`config.mk`:
```
export PLATFORM = sky130hd
export DESIGN_NAME = lif_spike_stage
export DESIGN_NICKNAME = d
export VERILOG_FILES = /design/src/rtl/lif_spike_stage.sv
export SDC_FILE = /design/constraint.sdc
export NUM_CORES = 1
export LEC_CHECK = 0
export ABC_AREA = 1
export CORE_ASPECT_RATIO = 0.9
export CORE_MARGIN = 8
export CORE_UTILIZATION = 54
export CTS_BUF_LIST = sky130_fd_sc_hd__clkbuf_16
export CTS_CLUSTER_DIAMETER = 60
export DETAILED_ROUTE_END_ITERATION = 6
export GPL_TIMING_DRIVEN = 0
export HOLD_SLACK_MARGIN = 0.06
export PLACE_DENSITY = 0.81
export SETUP_SLACK_MARGIN = 0.15
export SLEW_MARGIN = 15
export SYNTH_ARGS = -nofsm -noshare
export SYNTH_HDL_FRONTEND = slang
export SYNTH_SLANG_ARGS = --single-unit
```
`constraint.sdc`:
```
create_clock -name clk -period 6.1 [get_ports clk]
set_clock_uncertainty 0.2 [all_clocks]
set_input_delay 1.22 -clock clk [delete_from_list [all_inputs] [get_ports clk]]
set_output_delay 1.22 -clock clk [all_outputs]
set_load 0.005 [all_outputs]
```
`src/rtl/lif_spike_stage.sv`:
```
// LIF spike stage: one register stage that turns an updated membrane potential into a
// write-back value and, on threshold crossing, a queued spike event with refractory tracking.
module lif_spike_stage #(
    parameter int ID_W       = 4,
    parameter int REF_W      = 4,
    parameter int FIFO_DEPTH = 4
) (
    input  logic            clk,
    input  logic            reset_n,
    input  logic            in_valid,
    output logic            in_ready,
    input  logic [ID_W-1:0] in_id,
    input  logic [31:0]     in_v,
    input  logic [31:0]     v_th,
    input  logic [31:0]     v_reset,
    input  logic [REF_W-1:0] refrac_len,
    output logic            wb_valid,
    input  logic            wb_ready,
    output logic [ID_W-1:0] wb_id,
    output logic [31:0]     wb_v,
    output logic            spike_valid,
    input  logic            spike_ready,
    output logic [ID_W-1:0] spike_id,
    output logic [15:0]     spike_count
);
    localparam int NUM_N = 1 << ID_W;
    localparam int AW    = $clog2(FIFO_DEPTH);

    // Map a float onto an unsigned key whose integer order matches float order.
    // Exponent-0 values collapse to +0 so that -0 == +0.
    function automatic logic [31:0] fp_key(input logic [31:0] f);
        logic [30:0] mag;
        mag = (f[30:23] == 8'h00) ? '0 : f[30:0];
        if (f[31] && mag != '0) fp_key = 32'h7FFF_FFFF - {1'b0, mag};
        else                    fp_key = 32'h8000_0000 + {1'b0, mag};
    endfunction

    function automatic logic is_nan(input logic [31:0] f);
        return (f[30:23] == 8'hFF) && (f[22:0] != '0);
    endfunction

    logic             s1_valid;
    logic [ID_W-1:0]  s1_id;
    logic [31:0]      s1_v;
    logic [REF_W-1:0] refrac [NUM_N];

    logic [ID_W-1:0]  fifo_mem [FIFO_DEPTH];
    logic [AW:0]      wr_ptr, rd_ptr;
    logic             fifo_full, fifo_empty, push, pop;

    logic             in_refrac, v_ge, fire, blocked, retire;

    assign in_refrac = refrac[s1_id] != '0;
    assign v_ge      = !is_nan(s1_v) && !is_nan(v_th) && (fp_key(s1_v) >= fp_key(v_th));
    assign fire      = !in_refrac && v_ge;

    assign fifo_empty = wr_ptr == rd_ptr;
    assign fifo_full  = (wr_ptr[AW] != rd_ptr[AW]) && (wr_ptr[AW-1:0] == rd_ptr[AW-1:0]);

    assign blocked  = fire && fifo_full;
    assign wb_valid = s1_valid && !blocked;
    assign retire   = wb_valid && wb_ready;
    assign in_ready = !s1_valid || retire;

    assign wb_id = s1_id;
    // Gated by s1_valid so the bus reads zero when idle and out of reset.
    assign wb_v  = !s1_valid ? '0 : ((fire || in_refrac) ? v_reset : s1_v);

    // A retiring FIRE implies the FIFO was not full, so push never overflows.
    assign push        = retire && fire;
    assign pop         = spike_valid && spike_ready;
    assign spike_valid = !fifo_empty;
    assign spike_id    = fifo_empty ? '0 : fifo_mem[rd_ptr[AW-1:0]];

    always_ff @(posedge clk or negedge reset_n) begin
        if (!reset_n) begin
            s1_valid <= 1'b0;
            s1_id    <= '0;
            s1_v     <= '0;
        end else if (in_valid && in_ready) begin
            s1_valid <= 1'b1;
            s1_id    <= in_id;
            s1_v     <= in_v;
        end else if (retire) begin
            s1_valid <= 1'b0;
        end
    end

    always_ff @(posedge clk or negedge reset_n) begin
        if (!reset_n) begin
            for (int i = 0; i < NUM_N; i++) refrac[i] <= '0;
        end else if (retire) begin
            if (fire)           refrac[s1_id] <= refrac_len;
            else if (in_refrac) refrac[s1_id] <= refrac[s1_id] - REF_W'(1);
        end
    end

    always_ff @(posedge clk or negedge reset_n) begin
        if (!reset_n) begin
            wr_ptr      <= '0;
            rd_ptr      <= '0;
            spike_count <= '0;
        end else begin
            if (push) wr_ptr <= wr_ptr + (AW+1)'(1);
            if (pop)  rd_ptr <= rd_ptr + (AW+1)'(1);
            if (push && spike_count != 16'hFFFF) spike_count <= spike_count + 16'd1;
        end
    end

    always_ff @(posedge clk) begin
        if (push) fifo_mem[wr_ptr[AW-1:0]] <= s1_id;
    end

endmodule

```
==> flow_summary.yaml, run 1 <==
setup_path:
  end_kind: "output pin"
  setup.worst_path.class: "primary input to output pin"
  worstPathMaxFanout: 10
  crit_arrival_ps: 4620
  required_ps: 4680
  worstSetupStartpointType: "primary input"
floorplan:
  die_area_sq_um: 22340
  num_io_pins: 168
  core_area_sq_um: 17550
  start_util: 0.5477
  dieWidth_um: 156.7
  core.rowCount: 46
  chipHeight_um: 142.6
detailed_routing:
  wl_per_cell_um: 17.15
  wirelength_um: 30980
  antenna_left: 0
  via_per_inst: 5.467
  first_pass_iters: 7
  vias: 9878
  drc: 0
  drtIter0Drc: 952
logic_synthesis:
  synth_cells: 1327
  ys_seq_elements: 139
  netlist_area_sq_um: 9614
  syn_nets: 1476
  synth-async-reset-ratio: 0.8849
  synth-main-ff-cell: "dfrtp_1"
  ys_warn_count: 0
  syn_avg_cell_area_sq_um: 7.245
  synth_edf_count: 16
  synth_cell_type_count: 43
  seq_area_frac_synth: 0.3701
global_route:
  grt_usage: 0.2595
  antenna_found_initial: 0
  grt_pass1_wl_um: 46060
  grt_pass1_vias: 9242
  grt_max_degree: 70
  grt_overflow: 0
placed_design:
  globalplace.congestion: 0.9092
  dp.final_hpwl_um: 20970
  port_buffers: 166
  post-place-ws_ps: -1770
sta:
  slew_headroom: 0.3467
  fmax_mhz: 165.5
  worst_pin_slew_ps: 971.0
  worst_slack_ps: 57.39
  rsz0062_at_grt: "true"
  fin_hold_ws_ps: 314.1
  finalHoldViolCount: 0
  period_share: 0.9906
  drv_slew: 0
  period_needed_ps: 6043
  setup_violations: 0
power:
  power_density_nw_per_um2: 591.5
  max-vdd-ir-drop_uv: 449.5
  power_leakage_nw: 6.234
final_layout:
  n_antenna_cell: 0
  most-common-layout-cells: "nand2_1 (302), nor2_1 (188), inv_1 (155)"
  layout_commonest_cell: "nand2_1"
  layout-drive-gt1-share: 0.1366
  areaGrowthSynthToFinish_pct: 33.19
  post-route-util: 0.7294
  layout.nets: 1703
min_path:
  min_path_type: "flip-flop to flip-flop"
job:
  maxCapViolations: 0
cts:
  numCtsBuffers: 17
  hold_buffers: 0
  cts_sinks: 139
  cts_root_buf: "clkbuf_16"
  cts-htree-levels: 4
  cts_tree: "yes"
  worstSkewPairLatency_ps: 440
  path_clk_slew_ps: 60
  cts_buffer_depth: 2
outcome:
  outcome: "complete, no violations"
[per-layer routing]
metal,part of all wire,global-route usage,up-vias
met4,0.026,0.08489,0
met3,0.094,0.05495,83
met2,0.47,0.4152,555
met5,0,0,-
met1,0.41,0.3440,4582
li1,-,-,4658
[cell usage after synthesis (13+ instances only)]
cell type | number | share of area
clkbuf_1 | 13 | 0.0051
xnor2_1 | 56 | 0.051
o21ai_0 | 58 | 0.030
buf_2 | 23 | 0.012
nor2_1 | 196 | 0.077
o21bai_1 | 65 | 0.051
nand4_1 | 19 | 0.012
inv_1 | 162 | 0.063
xor2_1 | 22 | 0.020
dfrtp_1 | 123 | 0.32
nand2_1 | 305 | 0.12
edfxtp_1 | 16 | 0.050
nand3_1 | 114 | 0.059
a21oi_1 | 27 | 0.014
ha_1 | 40 | 0.052
[path summary, 6_finish.rpt]
check | start | end | slack, ps | cells after the start
worst max-delay path | v_th[23] | wb_v[16] | 60 | 23
worst min-delay path | rd_ptr[2] | rd_ptr[2] | 310 | 1
worst max register to register | s1_v[23] | fifo_mem[0][2] | 1360 | 19
worst min register to register | rd_ptr[2] | rd_ptr[2] | 310 | 1
max in group asynchronous | reset_n | s1_v[12] | 4440 | 2
min in group asynchronous | reset_n | spike_count[7] | 530 | 1
[power breakdown]
part	internal (mW)	total (mW)	leakage [nW]	switching [mW]
clock	0.559	0.989	0.264	0.430
sequential	1.33	1.71	1.57	0.372
combinational	1.94	4.88	4.40	2.94
total	3.84	7.57	6.23	3.74
[worst max-delay path, cell delays in order]
cell	delay (ps)
dlygate4sd2_1	240
inv_2	60
nand4_1	120
nor3_4	300
buf_6	180
clkbuf_8	170
nor2_1	60
xnor2_1	270
ha_1	330
nand2_1	100
nand2_1	60
nand2_1	60
nand2_1	60
nand2_1	70
nand3_1	90
a21oi_2	160
nand2_2	120
nand2_4	120
nand2_8	100
clkbuf_16	200
o21ai_0	210
nor2_1	60
dlygate4sd2_1	270
[flip-flops by register name (all words and copies together), names as in the netlist]
| register | flops |
|---|---|
| rd_ptr | 3 |
| fifo_mem | 16 |
| wr_ptr | 3 |
| s1_valid | 1 |
| refrac | 64 |
| s1_v | 32 |
| spike_count | 16 |
| wb_id | 4 |
[kinds of logic after synthesis]
kind of cell               count (synthesis)  share of synthesized area
and+or+nand+nor                          670                     0.2983
adders and majority gates                 40                    0.05206
buffers and inverters                    229                     0.1003
AOI/OAI and AO/OA                        171                     0.1081
DFF                                      139                     0.3701
xor gates and xnor gates                  78                    0.07106
[timing repair]
item / CTS / global route
endpoints found under the setup margin: 34 / 34
pin swaps: 25 / 22
gates cloned: 5 / 2
resized for setup: 125 / 102
setup buffers: 17 / 18
[area by class of cell]
type                            count  area [sq um]
Fill cell                        1308          4750
Sequential cell                   139          3558
Tap cell                          240         300.3
Clock buffer                       17         425.4
Buffer                             58         455.4
Inverter                          171         654.4
Timing Repair Buffer              208          2001
Clock inverter                     15         125.1
Multi-Input combinational cell    959          5285
[per-stage QoR]
step                cell area [sq um]  setup TNS [ps]  power [mW]  cells
finish                          12800               0       7.574   1807
global route                    12800          -274.1       8.076   1807
CTS                             12580               0       7.214   1788
detailed placement              11600          -49660       5.983   1734
global placement                11580         -201800       5.866   1733
floorplan                        9614               0       4.425   1327
No activity file was read; power rests on OpenSTA's default activity.
==> run 2, diff against run 1 <==
Settings changed: CORE_UTILIZATION 54 to 55, CTS_BUF_LIST sky130_fd_sc_hd__clkbuf_16 to sky130_fd_sc_hd__clkbuf_8, PLACE_DENSITY 0.81 to 0.83, SKIP_LAST_GASP from default to 1.
==> flow_summary.yaml, run 2 (synthesized netlist as in run 1, its figures left out) <==
outcome:
  outcome: "complete, no violations"
detailed_routing:
  antenna_left: 0
  vias: 9806
  via_per_inst: 5.472
  drc: 0
  wirelength_um: 29560
  wl_per_cell_um: 16.50
  drtIter0Drc: 779
  first_pass_iters: 6
final_layout:
  largest-register: "refrac"
  fin_area_sq_um: 12550
  largest_reg_flops: 64
  layout-drive-gt1-share: 0.1153
  n_antenna_cell: 0
  layout_commonest_cell: "nand2_1"
  most-common-layout-cells: "nand2_1 (298), nor2_1 (188), inv_1 (156)"
  areaGrowthSynthToFinish_pct: 30.58
  layout.nets: 1688
  finalNonFillerCells: 1792
  post-route-util: 0.7223
  largestRegisters: "refrac (64), s1_v (32)"
sta:
  period_needed_ps: 5952
  fin_hold_ws_ps: 334.2
  rsz0062_at_grt: "true"
  slew_headroom: 0.2625
  finalHoldViolCount: 0
  drv_slew: 0
  worst_pin_slew_ps: 1096
  setup_violations: 0
  period_share: 0.9757
  fmax_mhz: 168.0
floorplan:
  core.rowCount: 46
  core_area_sq_um: 17380
  num_io_pins: 168
  die_area_sq_um: 21970
  dieWidth_um: 155.4
  start_util: 0.5531
  chipHeight_um: 141.4
power:
  switchingPower_mw: 3.602
  switching_share: 0.4967
  max-vdd-ir-drop_uv: 299.4
  power_density_nw_per_um2: 577.7
  clkPwrFrac: 0.114
  power_leakage_nw: 6.105
  p_seq_frac: 0.233
  power_mw: 7.253
  pwr-share-comb: 0.653
  p_int_mw: 3.650
min_path:
  min_path_type: "flip-flop to flip-flop"
global_route:
  grt_max_degree: 84
  grt_overflow: 0
  grt_pass1_wl_um: 46080
  grt_usage: 0.2609
  grt_pass1_vias: 9127
  antenna_found_initial: 0
setup_path:
  end_kind: "output pin"
  crit_slowest_cell: "ha_1"
  cpPeakStageDelay_ps: 310
  path_buf_inv: 8
  timing.critical_path.mode_cell: "nand2_1"
  crit_arrival_ps: 4530
  worstSetupStartpointType: "primary input"
  required_ps: 4680
  crit_family: "buffers and inverters"
  worstPathMaxFanout: 10
  setup.worst_path.class: "primary input to output pin"
cts:
  path_clk_slew_ps: 80
  cts_buffer_depth: 2
  cts_tree: "yes"
  cts_sinks: 139
  cts_root_buf: "clkbuf_8"
  cts-htree-levels: 4
  numCtsBuffers: 17
  worstSkewPairLatency_ps: 470
placed_design:
  place_inst: 1734
  globalplace.congestion: 0.9248
  port_buffers: 166
  place_area_sq_um: 11600
  dp.final_hpwl_um: 20950
job:
  maxCapViolations: 0
[run 2: cell types whose count changed in the layout (fill, tap and decap cells not counted), sizes merged]
cell	before	now
buf	92	72
bufbuf	1	0
bufinv	1	4
clkbuf	50	35
clkdlybuf4s15	3	2
clkdlybuf4s50	124	123
dlygate4sd2	6	31
dlymetal6s2s	7	5
inv	175	172
[run 2: power by group through the flow]
stage	Combinational [mW]	Clock, mW	Sequential, mW
floorplan	2.84	0	1.58
global placement	4.18	0	1.67
detailed placement	4.31	0	1.68
CTS	4.49	0.835	1.67
global route	5.19	0.874	1.73
finish	4.74	0.829	1.69
[run 2: worst paths after layout]
| kind | start | to | slack (ps) | cells past startpoint |
|---|---|---|---|---|
| min in group asynchronous | reset_n | refrac[48] | 470 | 1 |
| max | v_th[25] | wb_v[27] | 150 | 25 |
| max in group asynchronous | reset_n | wb_id[0] | 4470 | 2 |
| max reg2reg | s1_v[27] | fifo_mem[2][2] | 1600 | 19 |
| min reg2reg | rd_ptr[2] | rd_ptr[2] | 330 | 1 |
| min | rd_ptr[2] | rd_ptr[2] | 330 | 1 |
[run 2: stage by stage]
step                TNS, ps  setup WS [ps]
floorplan                 0          444.5
global placement    -219990          -1450
global route              0          7.546
detailed placement   -45510          -1507
CTS                       0          95.53
finish                    0          147.9
[run 2: layer usage]
layer | track usage | vias to the layer above | wire length [um]
met2 | 0.4117 | 494 | 13760
met5 | 0 | - | 0
li1 | - | 4637 | -
met3 | 0.06142 | 70 | 2727
met4 | 0.07398 | 0 | 733
met1 | 0.3519 | 4605 | 12340
[run 2: layout make-up]
cell class	count	area (sq um)
Multi-Input combinational cell	959	5274
Fill cell	1357	4827
Sequential cell	139	3558
Timing Repair Buffer	193	1884
Inverter	171	649.4
Buffer	58	455.4
Tap cell	240	300.3
Clock buffer	17	234.0
Clock inverter	15	198.9
[run 2: what timing repair did]
item / CTS / global route
pin swaps: 20 / 20
gates cloned: 3 / 1
setup buffers: 17 / 5
hold buffers: 0 / 0
setup endpoints to repair: 34 / 34
gates resized for setup: 122 / 49
